## config.mk

```make
export PLATFORM = sky130hd
export DESIGN_NAME = threshold_display
export DESIGN_NICKNAME = d
export VERILOG_FILES = /design/src/rtl/threshold_display.sv
export SDC_FILE = /design/constraint.sdc
export NUM_CORES = 1
export LEC_CHECK = 0
export CAP_MARGIN = 40
export CORE_AREA = 2 2 84 86
export CTS_CLUSTER_DIAMETER = 150
export CTS_CLUSTER_SIZE = 14
export DETAILED_ROUTE_END_ITERATION = 7
export DIE_AREA = 0 0 86 88
export GPL_TIMING_DRIVEN = 0
export HOLD_SLACK_MARGIN = 0.06
export PLACE_DENSITY = 0.74
export RECOVER_POWER = 100
export SYNTH_ARGS = -nofsm -noshare
export SYNTH_HDL_FRONTEND = slang
export SYNTH_SLANG_ARGS = --single-unit
```

## constraint.sdc

```tcl
create_clock -name clock -period 2.1 [get_ports clock]
set_input_delay 0.42 -clock clock [delete_from_list [all_inputs] [get_ports clock]]
set_output_delay 0.42 -clock clock [all_outputs]
set_load 0.01 [all_outputs]
```

## src/rtl/threshold_display.sv

```systemverilog
// Converts the 8-bit threshold to three BCD digits with a sequential
// double-dabble engine and drives three registered active-low 7-segment displays.
module threshold_display #(
    parameter bit LEADING_ZERO_BLANK = 1'b1
) (
    input  logic       clock,
    input  logic       reset,
    input  logic [7:0] threshold,
    output logic [6:0] hex0,
    output logic [6:0] hex1,
    output logic [6:0] hex2,
    output logic       busy
);

    typedef enum logic [1:0] {IDLE, SHIFT, LATCH} state_t;

    localparam logic [6:0] SEG_BLANK = 7'b1111111;
    localparam logic [6:0] SEG_ZERO  = 7'b1000000;

    state_t      state, next_state;
    logic [7:0]  last_value;
    logic [7:0]  sh;
    logic [11:0] bcd;
    logic [11:0] bcd_adj;
    logic [3:0]  cnt;
    logic [3:0]  dig2, dig1, dig0;
    logic        blank2, blank1;

    function automatic logic [3:0] add3(input logic [3:0] n);
        return (n >= 4'd5) ? n + 4'd3 : n;
    endfunction

    function automatic logic [6:0] seg7(input logic [3:0] d);
        logic [6:0] s;
        case (d)
            4'd0:    s = 7'b1000000;
            4'd1:    s = 7'b1111001;
            4'd2:    s = 7'b0100100;
            4'd3:    s = 7'b0110000;
            4'd4:    s = 7'b0011001;
            4'd5:    s = 7'b0010010;
            4'd6:    s = 7'b0000010;
            4'd7:    s = 7'b1111000;
            4'd8:    s = 7'b0000000;
            4'd9:    s = 7'b0010000;
            default: s = SEG_BLANK;
        endcase
        return s;
    endfunction

    assign bcd_adj = {add3(bcd[11:8]), add3(bcd[7:4]), add3(bcd[3:0])};
    assign blank2  = LEADING_ZERO_BLANK && (dig2 == 4'd0);
    assign blank1  = LEADING_ZERO_BLANK && (dig2 == 4'd0) && (dig1 == 4'd0);

    always_ff @(posedge clock or posedge reset) begin
        if (reset) state <= IDLE;
        else       state <= next_state;
    end

    always_comb begin
        next_state = state;
        case (state)
            IDLE:    if (threshold != last_value) next_state = SHIFT;
            SHIFT:   if (cnt == 4'd7) next_state = LATCH;
            LATCH:   next_state = IDLE;
            default: next_state = IDLE;
        endcase
    end

    always_ff @(posedge clock or posedge reset) begin
        if (reset) begin
            last_value <= 8'd0;
            sh         <= 8'd0;
            bcd        <= 12'd0;
            cnt        <= 4'd0;
            dig2       <= 4'd0;
            dig1       <= 4'd0;
            dig0       <= 4'd0;
            busy       <= 1'b0;
        end else begin
            case (state)
                IDLE: begin
                    if (threshold != last_value) begin
                        last_value <= threshold;
                        sh         <= threshold;
                        bcd        <= 12'd0;
                        cnt        <= 4'd0;
                        busy       <= 1'b1;
                    end
                end
                SHIFT: begin
                    // correct every nibble first, then shift bcd and sh as one 20-bit word
                    {bcd, sh} <= {bcd_adj, sh} << 1;
                    cnt       <= cnt + 4'd1;
                end
                LATCH: begin
                    dig2 <= bcd[11:8];
                    dig1 <= bcd[7:4];
                    dig0 <= bcd[3:0];
                    busy <= 1'b0;
                end
                default: ;
            endcase
        end
    end

    always_ff @(posedge clock or posedge reset) begin
        if (reset) begin
            hex0 <= SEG_ZERO;
            hex1 <= LEADING_ZERO_BLANK ? SEG_BLANK : SEG_ZERO;
            hex2 <= LEADING_ZERO_BLANK ? SEG_BLANK : SEG_ZERO;
        end else begin
            hex0 <= seg7(dig0);
            hex1 <= blank1 ? SEG_BLANK : seg7(dig1);
            hex2 <= blank2 ? SEG_BLANK : seg7(dig2);
        end
    end

endmodule

```

==> run_results.csv, run 1 <==
group,metric,value,unit
run_status,status,"completed",
worst_setup_path,cp.arrival,2.22,ns
routing,drcViolationCount,0,
sta,slew_headroom,0.114,
power_and_ir_drop,switching_power,2270,uW
floorplan,die_y,88,um
power_and_ir_drop,ir_drop,0.741,mV
placement,dp_hpwl,4.03,mm
routing,via_count,2335,
power_and_ir_drop,clockPowerShare,0.206,
global_routing,grt_pass1_wl,10.1,mm
routing,drtAntennaViolNets,0,
power_and_ir_drop,intPower,4120,uW
worst_setup_path,path_depth,7,
routing,via_per_inst,5.31,
logic_synthesis,ys_ff_latch,68,
clock_tree,cts_sinks,68,
worst_setup_path,worstSetupStartpointType,"input pin",
sta,tightest_slew,1.32,ns
routing,wl_met2,2.95,mm
sta,setup_tns,0,ns
power_and_ir_drop,p_per_area,1590,mW/mm^2
final_layout,seqCellArea,0.00172,mm^2
floorplan,ios,32,
final_layout,nFillCells,566,
floorplan,fp.dieArea,0.00757,mm^2
logic_synthesis,avgSynthCellArea,10.6,um^2
sta,worst_hold_slack,0.494,ns
power_and_ir_drop,comb_power_share,0.423,
clock_tree,cts_made_buffers,9,
run,maxCapViolations,0,
clock_tree,cts_root_buf,"clkbuf_8",
placement,port_buffers,31,
sta,finalMaxSlewViolations,0,
routing,met3_length,234,um
placement,gp_congestion,0.793,
global_routing,track_usage,0.172,
logic_synthesis,yosys_warnings,0,
global_routing,grt_pass1_vias,2287,
final_layout,syn_to_final_growth,20.8,%
final_layout,antenna_cells,0,
sta,skew,0.0108,ns
final_layout,layout-drive-gt1-share,0.158,
worst_setup_path,cp_slowest_stage_delay,0.52,ns
min_path,hold_path_class,"reg -> reg",
worst_setup_path,crit_required,2.32,ns
floorplan,start_util,0.499,
routing,drtIter0Drc,120,
global_routing,antenna_found_initial,0,
worst_setup_path,critical_path_buf_inv_count,3,
worst_setup_path,path_cells,"clkdlybuf4s50_1 -> xnor2_1 -> nand4_1 -> o21a_1 -> buf_6 -> buf_8 -> a221o_1",
clock_tree,insertion_delay,0.34,ns
sta,max_freq,500,MHz
routing,wl_per_cell,13.4,um
global_routing,grt_max_degree,39,
logic_synthesis,synth-seq-area-share,0.519,
logic_synthesis,ys_types,38,
sta,finalCritPeriodShare,0.953,
power_and_ir_drop,leakage,0.00175,uW
routing,wirelength_met1,2.63,mm
logic_synthesis,synth_fp_nets,344,
logic_synthesis,synth_edf_count,0,
sta,hold_violations,0,
final_layout,layout.nets,387,
global_routing,overflow,0,
final_layout,multi_input_area,0.00146,mm^2
sta,min_period,2.00,ns
logic_synthesis,syn_area,0.00332,mm^2
worst_setup_path,ff2ff_path_depth,6,
clock_tree,clk_pin_slew_worst_paths,0.07,ns
min_path,hold_path_depth,2,
worst_setup_path,worstSetupPathType,"in -> reg",
logic_synthesis,syn_inst,312,
power_and_ir_drop,power_frac_seq,0.371,
clock_tree,htree_levels,3,
worst_setup_path,crit_family,"buffers and inverters",
clock_tree,cts_post_setup_buffers_inserted,0,
routing,drt-pass1-iter-count,5,
worst_setup_path,cp_max_fo,10,
routing,routed_wl,5.89,mm
worst_setup_path,setup.worst_path.end_class,"flop",
floorplan,rows,30,
power_and_ir_drop,p_sw_frac,0.355,
routing,routed.top_layer,"met4",
floorplan,core_region_area,0.00664,mm^2
clock_tree,cts_hold_buf,0,
logic_synthesis,ys.flop_type,"dfrtp_1",
floorplan,die_x,86,um
clock_tree,clockBufferDepth,2,
clock_tree,cts.repair.resized,0,
clock_tree,cts_tree,"built",
logic_synthesis,synthArstFlopShare,1.00,
sta,setup_viol,0,
worst_setup_path,crit_slowest_cell,"clkdlybuf4s50_1",
==> cells in the mapped netlist (all sizes together), types with 2 or more instances <==
cell | number | area [um^2]
a21oi | 16 | 80.1
a221o | 7 | 70.1
a311o | 4 | 40.0
a31oi | 2 | 12.5
and2 | 7 | 43.8
and3 | 5 | 31.3
buf | 3 | 31.3
clkbuf | 11 | 41.3
dfrtp | 53 | 1330
dfstp | 15 | 394
ha | 22 | 275
inv | 19 | 71.3
mux2 | 18 | 203
nand2 | 35 | 131
nand2b | 5 | 31.3
nand4 | 2 | 12.5
nor2 | 24 | 90.1
nor2b | 2 | 12.5
nor3 | 4 | 20.0
nor4b | 3 | 26.3
o21ai | 22 | 110
o22ai | 8 | 50.1
o31ai | 2 | 20.0
xnor2 | 11 | 96.3
xor2 | 2 | 17.5
==> through the flow <==
step           std cells  total power (uW)  instance area, um^2  utilization  setup slack (ns)
2_1_floorplan        312              4300                 3320            -             0.499
3_3_place_gp         423              5030                 3730        0.561            -0.218
3_5_place_dp         424              5160                 3750        0.564            -0.232
4_1_cts              440              6530                 4000        0.602             0.129
5_1_grt              440              6940                 4010        0.603          -0.00677
6_report             440              6390                 4010        0.603            0.0985
==> flip-flops by register name (all words and copies together) (netlist names) <==
name and cells:
bcd 12, busy 1, cnt 4, dig0 4, dig1 4, dig2 4
hex0 7, hex1 7, hex2 7, last_value 8, sh 8, state 2
==> layout by cell type (no fill, tap or decap), types with 2 or more instances in the layout <==
cell type and n:
xor2_1 2, clkbuf_1 11, inv_1 18, xnor2_1 11
nand2b_1 5, a221o_1 7, nor2_1 24, clkdlybuf4s50_1 8
o22ai_1 8, a31oi_1 2, ha_1 22, nor4b_1 3
dfrtp_1 53, a21oi_1 16, nor3_1 4, a311o_1 4
and2_1 7, bufinv_16 3, dlygate4sd3_1 23, o21ai_0 21
mux2_2 18, and3_1 5, nor2b_1 2, clkbuf_8 10
nand2_1 35, nand4_1 2, dfstp_2 15
==> area by class of cell <==
type                    count  area share
plain buffers              14      0.0181
clock buffers              10      0.0344
clock inverters             6      0.0278
inverters                  19      0.0181
multi-input cells         211       0.365
flip-flops and latches     68       0.430
well taps                  80      0.0250
repair buffers             32      0.0825
==> worst paths after layout <==
check                                to  slack (ns)          start
worst max-delay path              sh[6]         0.1   threshold[4]
worst min-delay path               busy        0.49           busy
worst max register to register    sh[6]        0.26  last_value[4]
worst min register to register     busy        0.49           busy
max in group asynchronous        bcd[8]        0.53          reset
min in group asynchronous       dig2[3]        0.82          reset
==> worst register-to-register path: stages, from the launching register on <==
cell and delay [ns]:
dfrtp_1 0.39, xnor2_1 0.19, nand4_1 0.23, o21a_1 0.26
buf_6 0.14, buf_8 0.14, a221o_1 0.36
==> metal layers <==
| metal | up-vias | global-route usage |
|---|---|---|
| li1 | 1165 | - |
| met1 | 1121 | 0.204 |
| met2 | 42 | 0.291 |
| met3 | 7 | 0.0509 |
| met4 | 0 | 0.0794 |
| met5 | - | 0 |
==> kinds of logic after synthesis <==
group | Yosys count | share of synthesized area
AND/OR/NAND/NOR | 90 | 0.126
AO/OA/AOI/OAI | 68 | 0.133
flip-flops | 68 | 0.519
buffers and inverters | 33 | 0.0434
adder cells (fa/ha/maj) | 22 | 0.0830
multiplexers | 18 | 0.0611
XOR/XNOR | 13 | 0.0343
==> power groups by stage <==
stage	Sequential [uW]	Clock (uW)	Combinational, uW
after global placement	2370	0	2660
after global routing	2450	1410	3080
after CTS	2380	1350	2790
after floorplan	2420	0	1870
final	2370	1320	2700
after detailed placement	2400	0	2760
No activity file was read; power rests on OpenSTA's default activity.
==> run 2, diff against run 1 <==
Settings changed: ABC_AREA set to 0, PLACE_DENSITY 0.74 to 0.73.
==> run_results.csv, run 2 (synthesis results as in run 1) <==
group,metric,value,unit
run_status,status,"completed",
final_layout,layout_commonest_cell,"dfrtp_1",
min_path,min_to,"busy",
sta,setup_viol,0,
worst_setup_path,worst-r2r-setup-slack,0.32,ns
clock_tree,cts_made_buffers,9,
final_layout,stdcell_area,0.00395,mm^2
sta,min_period,1.96,ns
sta,setup_ws,0.144,ns
final_layout,top_regs,"bcd x12, last_value x8, sh x8",
routing,via_count,2349,
final_layout,syn_to_final_growth,19.2,%
min_path,hold_path_class,"reg -> reg",
worst_setup_path,worstSetupPathType,"in -> reg",
final_layout,multi_input_area,0.00145,mm^2
sta,finalMaxSlewViolations,0,
floorplan,rows,30,
min_path,holdCritStartpoint,"busy",
floorplan,die_y,88,um
final_layout,largest_register,"bcd",
global_routing,track_usage,0.174,
global_routing,overflow,0,
run,maxCapViolations,0,
floorplan,ios,32,
clock_tree,insertion_delay,0.34,ns
floorplan,fp.dieArea,0.00757,mm^2
worst_setup_path,cp_max_fo,10,
final_layout,antenna_cells,0,
worst_setup_path,r2r-end,"sh[1]",
sta,tightest_slew,0.784,ns
worst_setup_path,ff2ff_path_depth,6,
clock_tree,clk_pin_slew_worst_paths,0.07,ns
placement,dp_hpwl,4.05,mm
final_layout,layout.nets,387,
clock_tree,cts_root_buf,"clkbuf_8",
routing,via_per_inst,5.34,
sta,hold_violations,0,
placement,dpl-instance-area,0.00375,mm^2
sta,max_freq,511,MHz
worst_setup_path,setup.worst_path.end_class,"flop",
min_path,hold_path_depth,2,
global_routing,grt_pass1_wl,10.2,mm
routing,drtIter0Drc,94,
clock_tree,cts_sinks,68,
clock_tree,cts_tree,"built",
routing,drcViolationCount,0,
sta,slew_headroom,0.476,
routing,routed_wl,5.83,mm
routing,drtAntennaViolNets,0,
clock_tree,htree_levels,3,
final_layout,largest_reg_flops,12,
final_layout,seqCellArea,0.00172,mm^2
global_routing,antenna_found_initial,0,
floorplan,die_x,86,um
routing,drt-pass1-iter-count,4,
power_and_ir_drop,p_per_area,1550,mW/mm^2
final_layout,layout-drive-gt1-share,0.156,
floorplan,core_region_area,0.00664,mm^2
placement,dp_slack,-0.217,ns
global_routing,grt_max_degree,39,
worst_setup_path,crit_required,2.32,ns
power_and_ir_drop,ir_drop,0.681,mV
final_layout,most-common-layout-cells,"dfrtp_1, nand2_1, nor2_1",
global_routing,grt_pass1_vias,2260,
routing,wl_per_cell,13.2,um
final_layout,nFillCells,577,
sta,skew,0.00948,ns
placement,port_buffers,31,
clock_tree,clockBufferDepth,2,
sta,finalCritPeriodShare,0.932,
floorplan,start_util,0.499,
worst_setup_path,r2r-start,"last_value[4]",
worst_setup_path,worstSetupStartpointType,"input pin",
sta,rsz0062_at_grt,"false",
placement,gp_congestion,0.802,
power_and_ir_drop,leakage,0.00173,uW
worst_setup_path,cp.arrival,2.17,ns
==> run 2: timing repair <==
action / 4_1_cts / 5_1_grt
buffers inserted: 0 / 0
endpoints found under the setup margin: 0 / 4
resized for setup: 0 / 1
hold buffers: 0 / 0
==> run 2: worst max path at each step <==
stage,cells after the start,slack [ns],start,to
after floorplan,6,0.50,threshold[6],sh[7]
after global placement,5,-0.21,threshold[4],bcd[3]
after detailed placement,5,-0.22,threshold[4],bcd[3]
after CTS,5,0.12,threshold[0],bcd[3]
after global routing,5,0.03,threshold[7],sh[3]
final,7,0.14,threshold[4],sh[1]
==> run 2: final cells by class <==
cell class              count  share of cell area
plain buffers              14              0.0184
clock buffers              12              0.0393
clock inverters             4              0.0120
inverters                  19              0.0190
multi-input cells         211               0.367
flip-flops and latches     68               0.435
well taps                  80              0.0253
repair buffers             32              0.0836
==> run 2: layer usage <==
metal,vias to the layer above,wire length [um],GRT usage
li1,1166,-,-
met3,13,203,0.0377
met4,0,123,0.0866
met5,-,0,0
met1,1117,2690,0.211
met2,53,2810,0.294
==> run 2: through the flow <==
step	TNS [ns]	hold WS (ns)	util	power (uW)	std cells
finish	0	0.496	0.595	6130	440
global route	0	0.522	0.595	6660	440
CTS	0	0.504	0.595	6260	440
detailed placement	-2.87	0.489	0.564	5150	424
global placement	-2.48	0.472	0.561	5030	423
floorplan	0	0.450	-	4300	312
==> run 2: worst max-delay path, stage by stage <==
cell and delay, ns:
clkdlybuf4s50_1 0.51, xnor2_1 0.14, nand4_1 0.20, o21a_1 0.26, buf_6 0.15, buf_8 0.14, a221o_1 0.34
==> run 2: power by group <==
part | switching, uW | internal, uW | total [uW]
clock | 484 | 610 | 1090
combinational | 1380 | 1290 | 2670
sequential | 365 | 2000 | 2360
total | 2230 | 3900 | 6130
